==> src/rtl/temp_f_to_c_pkg.sv <==
// Shared constants, FSM state type and width helper for the Fahrenheit-to-Celsius converter.
package temp_conv_pkg;

  localparam int F_OFFSET    = 32;
  localparam int C_SCALE_NUM = 5;
  localparam int C_SCALE_DEN = 9;

  typedef enum logic [1:0] {
    IDLE,
    DIV,
    DONE
  } state_t;

  // Three extra bits cover the x5 scaling of |f - 32| for any input width.
  function automatic int div_w(input int in_w);
    return in_w + 3;
  endfunction

endpackage

==> src/rtl/temp_f_to_c_if.sv <==
// Valid/ready sample-in, result-out bundle for temp_f_to_c.
interface temp_f_to_c_if #(
  parameter int IN_W = 8
);

  logic            in_valid;
  logic            in_ready;
  logic [IN_W-1:0] f;
  logic            out_valid;
  logic            out_ready;
  logic [IN_W-1:0] c;
  logic [3:0]      rem;

  modport master (
    output in_valid, f, out_ready,
    input  in_ready, out_valid, c, rem
  );

  modport slave (
    input  in_valid, f, out_ready,
    output in_ready, out_valid, c, rem
  );

endinterface

==> src/rtl/temp_f_to_c_seq_divider.sv <==
// Restoring bit-serial unsigned divider by a constant, one quotient bit per clock, MSB first.
module seq_divider
  import temp_conv_pkg::*;
#(
  parameter int W     = 11,
  parameter int QW    = 8,
  parameter int DEN   = C_SCALE_DEN,
  parameter int REM_W = $clog2(DEN)
) (
  input  logic             clk,
  input  logic             rst_n,
  input  logic             start,
  input  logic [W-1:0]     dividend,
  output logic             busy,
  output logic             done,
  output logic [QW-1:0]    quotient,
  output logic [REM_W-1:0] remainder
);

  localparam int CNT_W = $clog2(W);

  logic [CNT_W-1:0] cnt;
  logic [W-1:0]     dvd;
  logic [REM_W-1:0] part;
  logic [QW-1:0]    quo;
  logic [REM_W:0]   trial;
  logic             step_bit;
  logic [REM_W-1:0] step_rem;

  always_comb begin
    trial    = {part, dvd[W-1]};
    step_bit = (trial >= (REM_W+1)'(DEN));
    step_rem = trial[REM_W-1:0];
    if (step_bit) begin
      step_rem = REM_W'(trial - (REM_W+1)'(DEN));
    end
  end

  // The quotient is known to fit in QW bits, so high bits shifting out of quo are always zero.
  always_ff @(posedge clk or negedge rst_n) begin
    if (!rst_n) begin
      busy <= 1'b0;
      cnt  <= '0;
      dvd  <= '0;
      part <= '0;
      quo  <= '0;
    end else if (start) begin
      busy <= 1'b1;
      cnt  <= CNT_W'(W - 1);
      dvd  <= dividend;
      part <= '0;
      quo  <= '0;
    end else if (busy) begin
      part <= step_rem;
      quo  <= {quo[QW-2:0], step_bit};
      dvd  <= {dvd[W-2:0], 1'b0};
      if (cnt == '0) begin
        busy <= 1'b0;
      end else begin
        cnt <= cnt - CNT_W'(1);
      end
    end
  end

  assign done      = busy && (cnt == '0);
  assign quotient  = quo;
  assign remainder = part;

endmodule

==> src/rtl/temp_f_to_c.sv <==
// Sequential Fahrenheit-to-Celsius converter: c = trunc((f - 32) * 5 / 9) with valid/ready handshakes.
module temp_f_to_c
  import temp_conv_pkg::*;
#(
  parameter int IN_W = 8
) (
  input logic           clk,
  input logic           rst_n,
  temp_f_to_c_if.slave  bus
);

  localparam int DIV_W = div_w(IN_W);

  state_t          state;
  state_t          state_nxt;
  logic            sign_q;
  logic            accept;
  logic            below;
  logic [IN_W-1:0] diff;
  logic [DIV_W-1:0] diff_ext;
  logic [DIV_W-1:0] mag;
  logic            div_busy;
  logic            div_done;
  logic [IN_W-1:0] quo;
  logic [3:0]      div_rem;

  assign accept = (state == IDLE) && bus.in_valid;

  // Magnitude front end; the x5 scale is a shift-and-add so no multiplier is needed.
  always_comb begin
    below    = (bus.f < IN_W'(F_OFFSET));
    diff     = below ? (IN_W'(F_OFFSET) - bus.f) : (bus.f - IN_W'(F_OFFSET));
    diff_ext = DIV_W'(diff);
    mag      = (diff_ext << 2) + diff_ext;
  end

  seq_divider #(
    .W   (DIV_W),
    .QW  (IN_W),
    .DEN (C_SCALE_DEN)
  ) u_div (
    .clk       (clk),
    .rst_n     (rst_n),
    .start     (accept),
    .dividend  (mag),
    .busy      (div_busy),
    .done      (div_done),
    .quotient  (quo),
    .remainder (div_rem)
  );

  always_ff @(posedge clk or negedge rst_n) begin
    if (!rst_n) begin
      state  <= IDLE;
      sign_q <= 1'b0;
    end else begin
      state <= state_nxt;
      if (accept) begin
        sign_q <= below;
      end
    end
  end

  // DIV falls back to IDLE if the divider is somehow idle without signalling completion.
  always_comb begin
    state_nxt = state;
    case (state)
      IDLE: if (bus.in_valid) state_nxt = DIV;
      DIV: begin
        if (div_done) begin
          state_nxt = DONE;
        end else if (!div_busy) begin
          state_nxt = IDLE;
        end
      end
      DONE: if (bus.out_ready) state_nxt = IDLE;
      default: state_nxt = IDLE;
    endcase
  end

  // Outputs decode registered state only; negating a zero quotient naturally yields zero.
  assign bus.in_ready  = (state == IDLE);
  assign bus.out_valid = (state == DONE);
  assign bus.c         = (state == DONE) ? (sign_q ? -quo : quo) : '0;
  assign bus.rem       = (state == DONE) ? div_rem : '0;

endmodule

==> src/flat_wrapper.sv <==
// flat-port wrapper written by rule: the top's interface ports become plain ports
module temp_f_to_c_flat import temp_conv_pkg::*;
#(
  parameter int IN_W = 8
)
  (clk, rst_n, bus_in_valid, bus_f, bus_out_ready, bus_in_ready, bus_out_valid, bus_c, bus_rem);
  temp_f_to_c_if #(.IN_W(IN_W)) bus_i ();
  input logic clk;
  input logic rst_n;
  input wire logic [$bits(bus_i.in_valid)-1:0] bus_in_valid;
  input wire logic [$bits(bus_i.f)-1:0] bus_f;
  input wire logic [$bits(bus_i.out_ready)-1:0] bus_out_ready;
  output wire logic [$bits(bus_i.in_ready)-1:0] bus_in_ready;
  output wire logic [$bits(bus_i.out_valid)-1:0] bus_out_valid;
  output wire logic [$bits(bus_i.c)-1:0] bus_c;
  output wire logic [$bits(bus_i.rem)-1:0] bus_rem;
  assign bus_i.in_valid = bus_in_valid;
  assign bus_i.f = bus_f;
  assign bus_i.out_ready = bus_out_ready;
  assign bus_in_ready = bus_i.in_ready;
  assign bus_out_valid = bus_i.out_valid;
  assign bus_c = bus_i.c;
  assign bus_rem = bus_i.rem;
  temp_f_to_c #(.IN_W(IN_W)) u_core (.clk(clk), .rst_n(rst_n), .bus(bus_i));
endmodule
==> config.mk <==
export PLATFORM = sky130hd
export DESIGN_NAME = temp_f_to_c_flat
export DESIGN_NICKNAME = d
export VERILOG_FILES = /design/src/rtl/temp_f_to_c_pkg.sv /design/src/rtl/temp_f_to_c_if.sv /design/src/rtl/temp_f_to_c_seq_divider.sv /design/src/rtl/temp_f_to_c.sv /design/src/flat_wrapper.sv
export SDC_FILE = /design/constraint.sdc
export NUM_CORES = 1
export LEC_CHECK = 0
export CORE_MARGIN = 1
export CORE_UTILIZATION = 56
export CTS_CLUSTER_DIAMETER = 200
export DETAILED_ROUTE_END_ITERATION = 12
export PLACE_DENSITY = 0.8
export SLEW_MARGIN = 20
export SYNTH_ARGS = -nofsm -noshare
export SYNTH_HDL_FRONTEND = slang
export SYNTH_HIERARCHICAL = 1
export SYNTH_SLANG_ARGS = --single-unit
==> constraint.sdc <==
create_clock -name clk -period 2.2 [get_ports clk]
set_input_delay 0.22 -clock clk [delete_from_list [all_inputs] [get_ports clk]]
set_output_delay 0.22 -clock clk [all_outputs]
set_load 0.02 [all_outputs]
==> metrics.txt, run 1 <==
GRT Total Usage=0.252; routed via count=2046; DRT iter0 DRCs=103; I/O Pins=26; post-synthesis sequential area ratio=0.352; Post-DP HPWL=3230 um; CP Data Required Time=2.41 ns; Seq. cell area=776 um2; synthesized area=2200 um2; first-pass GRT wire length=8140 um; antenna viol nets, final=0; clock sinks=31; cells after synthesis=247; Layout area overhead=40.1%; post-route setup slack=0.0195 ns; Total Wirelength=5360 um; Routability Congestion=0.786; cell taking the most area after synthesis=dfrtp_1; Cell Pwr Density=979 nW/um2; Residual DRC=0; R2R setup slack=0.50 ns; GRT Residual Overflow=0; core region area=3720 um2; Max Cap Viol=0; top_reg_cell synth=dfrtp_1; path depth of the worst reg2reg path=5; die area=4190 um2; Die W=64.7 um; ANT cells=0; chip height=64.7 um; CTS max path bufs=2; relative slew slack=0.711; Worst Setup Slack post-DPL=-0.630 ns; area share of and/or/nand/nor cells after synthesis=0.215; register bit total from synthesis=31; Wirelength per Cell=14.8 um; RSZ-0062 raised after global routing=yes; reg2reg end=u_core/u_div/quotient[0]$_DFFE_PN0P_; most frequent cells in the layout=buf_4, dfrtp_1, nor2_1, mux2i_1, nand2_1; Final Hold Fails=0; commonest non-fill, non-tap cell in the layout=buf_4; CP Launch Type=input pin; CP Cell Sequence=buf_6, or3_4, nor2_4, xor2_2, ha_4, fa_2, a21o_1, a21oi_4, or4b_4, nand3_2, nand2_1, o21ai_1; syn nets=275; largest net degree at the start of global routing=32; multi-input logic area=1550 um2; main combinational cell family by area after synthesis=simple AND/OR/NAND/NOR gates; Final setup viols=0; slowest CP cell=or4b_4; Tightest Pin Transition=0.431 ns; root buffer cell=clkbuf_8; share of layout cells above drive strength 1=0.303; Avg Cell Area, Syn=8.93 um2; Syn. warnings=6; Layout fillers=218; status=completed; Synth Area in Compound Gates=0.125; initial antenna violation count=0; Initial Util=0.593; fin crit share=0.991; vias per inst=5.65; vias in the first global route=1874; CTS H-tree lvls=2; total power=3020 uW; Post-synth EDFFs=0; Pre-Repair DR Iteration Count=4; maximum clock rate=459 MHz; TritonCTS Buffers=5; clock slew at reported path FFs=0.07 ns; CTS tree=yes; Setup crit end kind=flop; max-slew violation count=0; WS Path Type=in2reg; Nets=341; CP max stage delay=0.48 ns; largest cells by area after synthesis=dfrtp_1, mux2i_1, ha_1; CP arrival=2.40 ns; top-area cell type share of the netlist area=0.352; post-synthesis xor/xnor area fraction=0.0636; VDD IR-drop max=597 uV; worst-path fanout max=4; mux share of post-synthesis cell area=0.108; Pleak=0.00153 uW; Hold Crit Class=in2async; row cnt=22; Period minus WS final=2.18 ns; Synth Area in Adders=0.0942; Port Buf Inserts=25; FF-to-FF Start=u_core/u_div/remainder[0]$_DFFE_PN0P_; clock network latency to the later pin of the worst-skew pair=0.28 ns; FFs w/ async S/R, synth=1.00; Netlist cell types=44; Final Skew=0.00731 ns
routing by layer:
metal / up-vias / GRT usage / wire length (um)
li1: 981 / - / -
met2: 63 / 0.479 / 2890
met5: - / 0 / 0
met1: 989 / 0.287 / 2150
met4: 0 / 0.0583 / 94
met3: 13 / 0.0475 / 226
final cells by class:
type	count	area share
multi-input combinational	193	0.501
inverter	12	0.0146
timing repair buffer	70	0.188
tap	48	0.0194
clock buffer	7	0.0247
clock inverter	1	0.00162
sequential	31	0.251
cell families after synthesis:
logic type,count (synthesis)
flops,31
xor+xnor,16
buf+inv,23
compound gates,45
fa+ha+maj,16
simple gates,93
mux,23
metrics by stage:
stage	util	hold slack, ns	TNS [ns]	instance area [um2]	instances
finish	0.831	0.326	0	3090	362
global route	0.831	0.362	-0.128	3090	362
CTS	0.785	0.337	0	2920	358
detailed placement	0.739	0.457	-3.50	2750	345
global placement	0.739	0.469	-2.99	2750	345
floorplan	-	-0.0756	-0.0711	2220	247
synth_stat cells (3+ instances only):
master / instances
ha_1: 15
dfrtp_1: 31
o31ai_1: 3
buf_2: 4
nor3_1: 5
nor2_1: 31
nand2b_1: 6
nor2b_1: 4
a21oi_1: 10
xnor2_1: 6
o21ai_0: 20
inv_1: 12
nand3b_1: 3
and2_1: 5
xor2_1: 10
nand2_1: 19
mux2i_1: 20
o21a_1: 3
or3_1: 6
clkbuf_1: 6
sequential cells by signal, indices dropped and copies added (netlist names):
signal	cells
u_core/u_div/dvd	11
u_core/u_div/quotient	8
u_core/u_div/cnt	4
u_core/u_div/remainder	4
u_core/state	2
u_core/sign_q	1
u_core/u_div/busy	1
timing repair:
item | in CTS | in global routing
pin swaps | 15 | 24
endpoints found under the setup margin | 10 | 13
buffers inserted | 5 | 4
resized for setup | 42 | 34
hold buffers | 0 | 0
where the power goes:
part | switching [uW] | internal, uW | total, uW
clock | 197 | 221 | 419
sequential | 235 | 814 | 1050
combinational | 773 | 782 | 1560
worst max-delay path by stage:
| stage | start | to | depth (start not counted) |
|---|---|---|---|
| after detailed placement | bus_f[6] | u_core/u_div/dvd[8]$_DFFE_PN0P_ | 12 |
| after global routing | bus_f[1] | u_core/u_div/dvd[9]$_DFFE_PN0P_ | 14 |
| final | bus_f[7] | u_core/u_div/dvd[8]$_DFFE_PN0P_ | 12 |
| after CTS | bus_f[1] | u_core/u_div/dvd[9]$_DFFE_PN0P_ | 12 |
| after global placement | bus_f[6] | u_core/u_div/dvd[8]$_DFFE_PN0P_ | 12 |
| after floorplan | bus_f[6] | u_core/u_div/dvd[8]$_DFFE_PN0P_ | 11 |
worst max-delay path: cells and delay by family:
family,cells,cell delay [ns]
XOR/XNOR,1,0.21
buffers and inverters,1,0.09
adder cells (fa/ha/maj),2,0.41
AND/OR/NAND/NOR,5,1.15
AO/OA/AOI/OAI,3,0.32
No activity file was read; power rests on OpenSTA's default activity.
==> inputs of run 2 (changes only) <==
--- a/config.mk
+++ b/config.mk
@@ -15,3 +15,4 @@
 export SYNTH_HDL_FRONTEND = slang
 export SYNTH_HIERARCHICAL = 1
 export SYNTH_SLANG_ARGS = --single-unit
+export TNS_END_PERCENT = 100
==> results of run 2 <==
Final layout, timing and power as in run 1 (identical DEF).
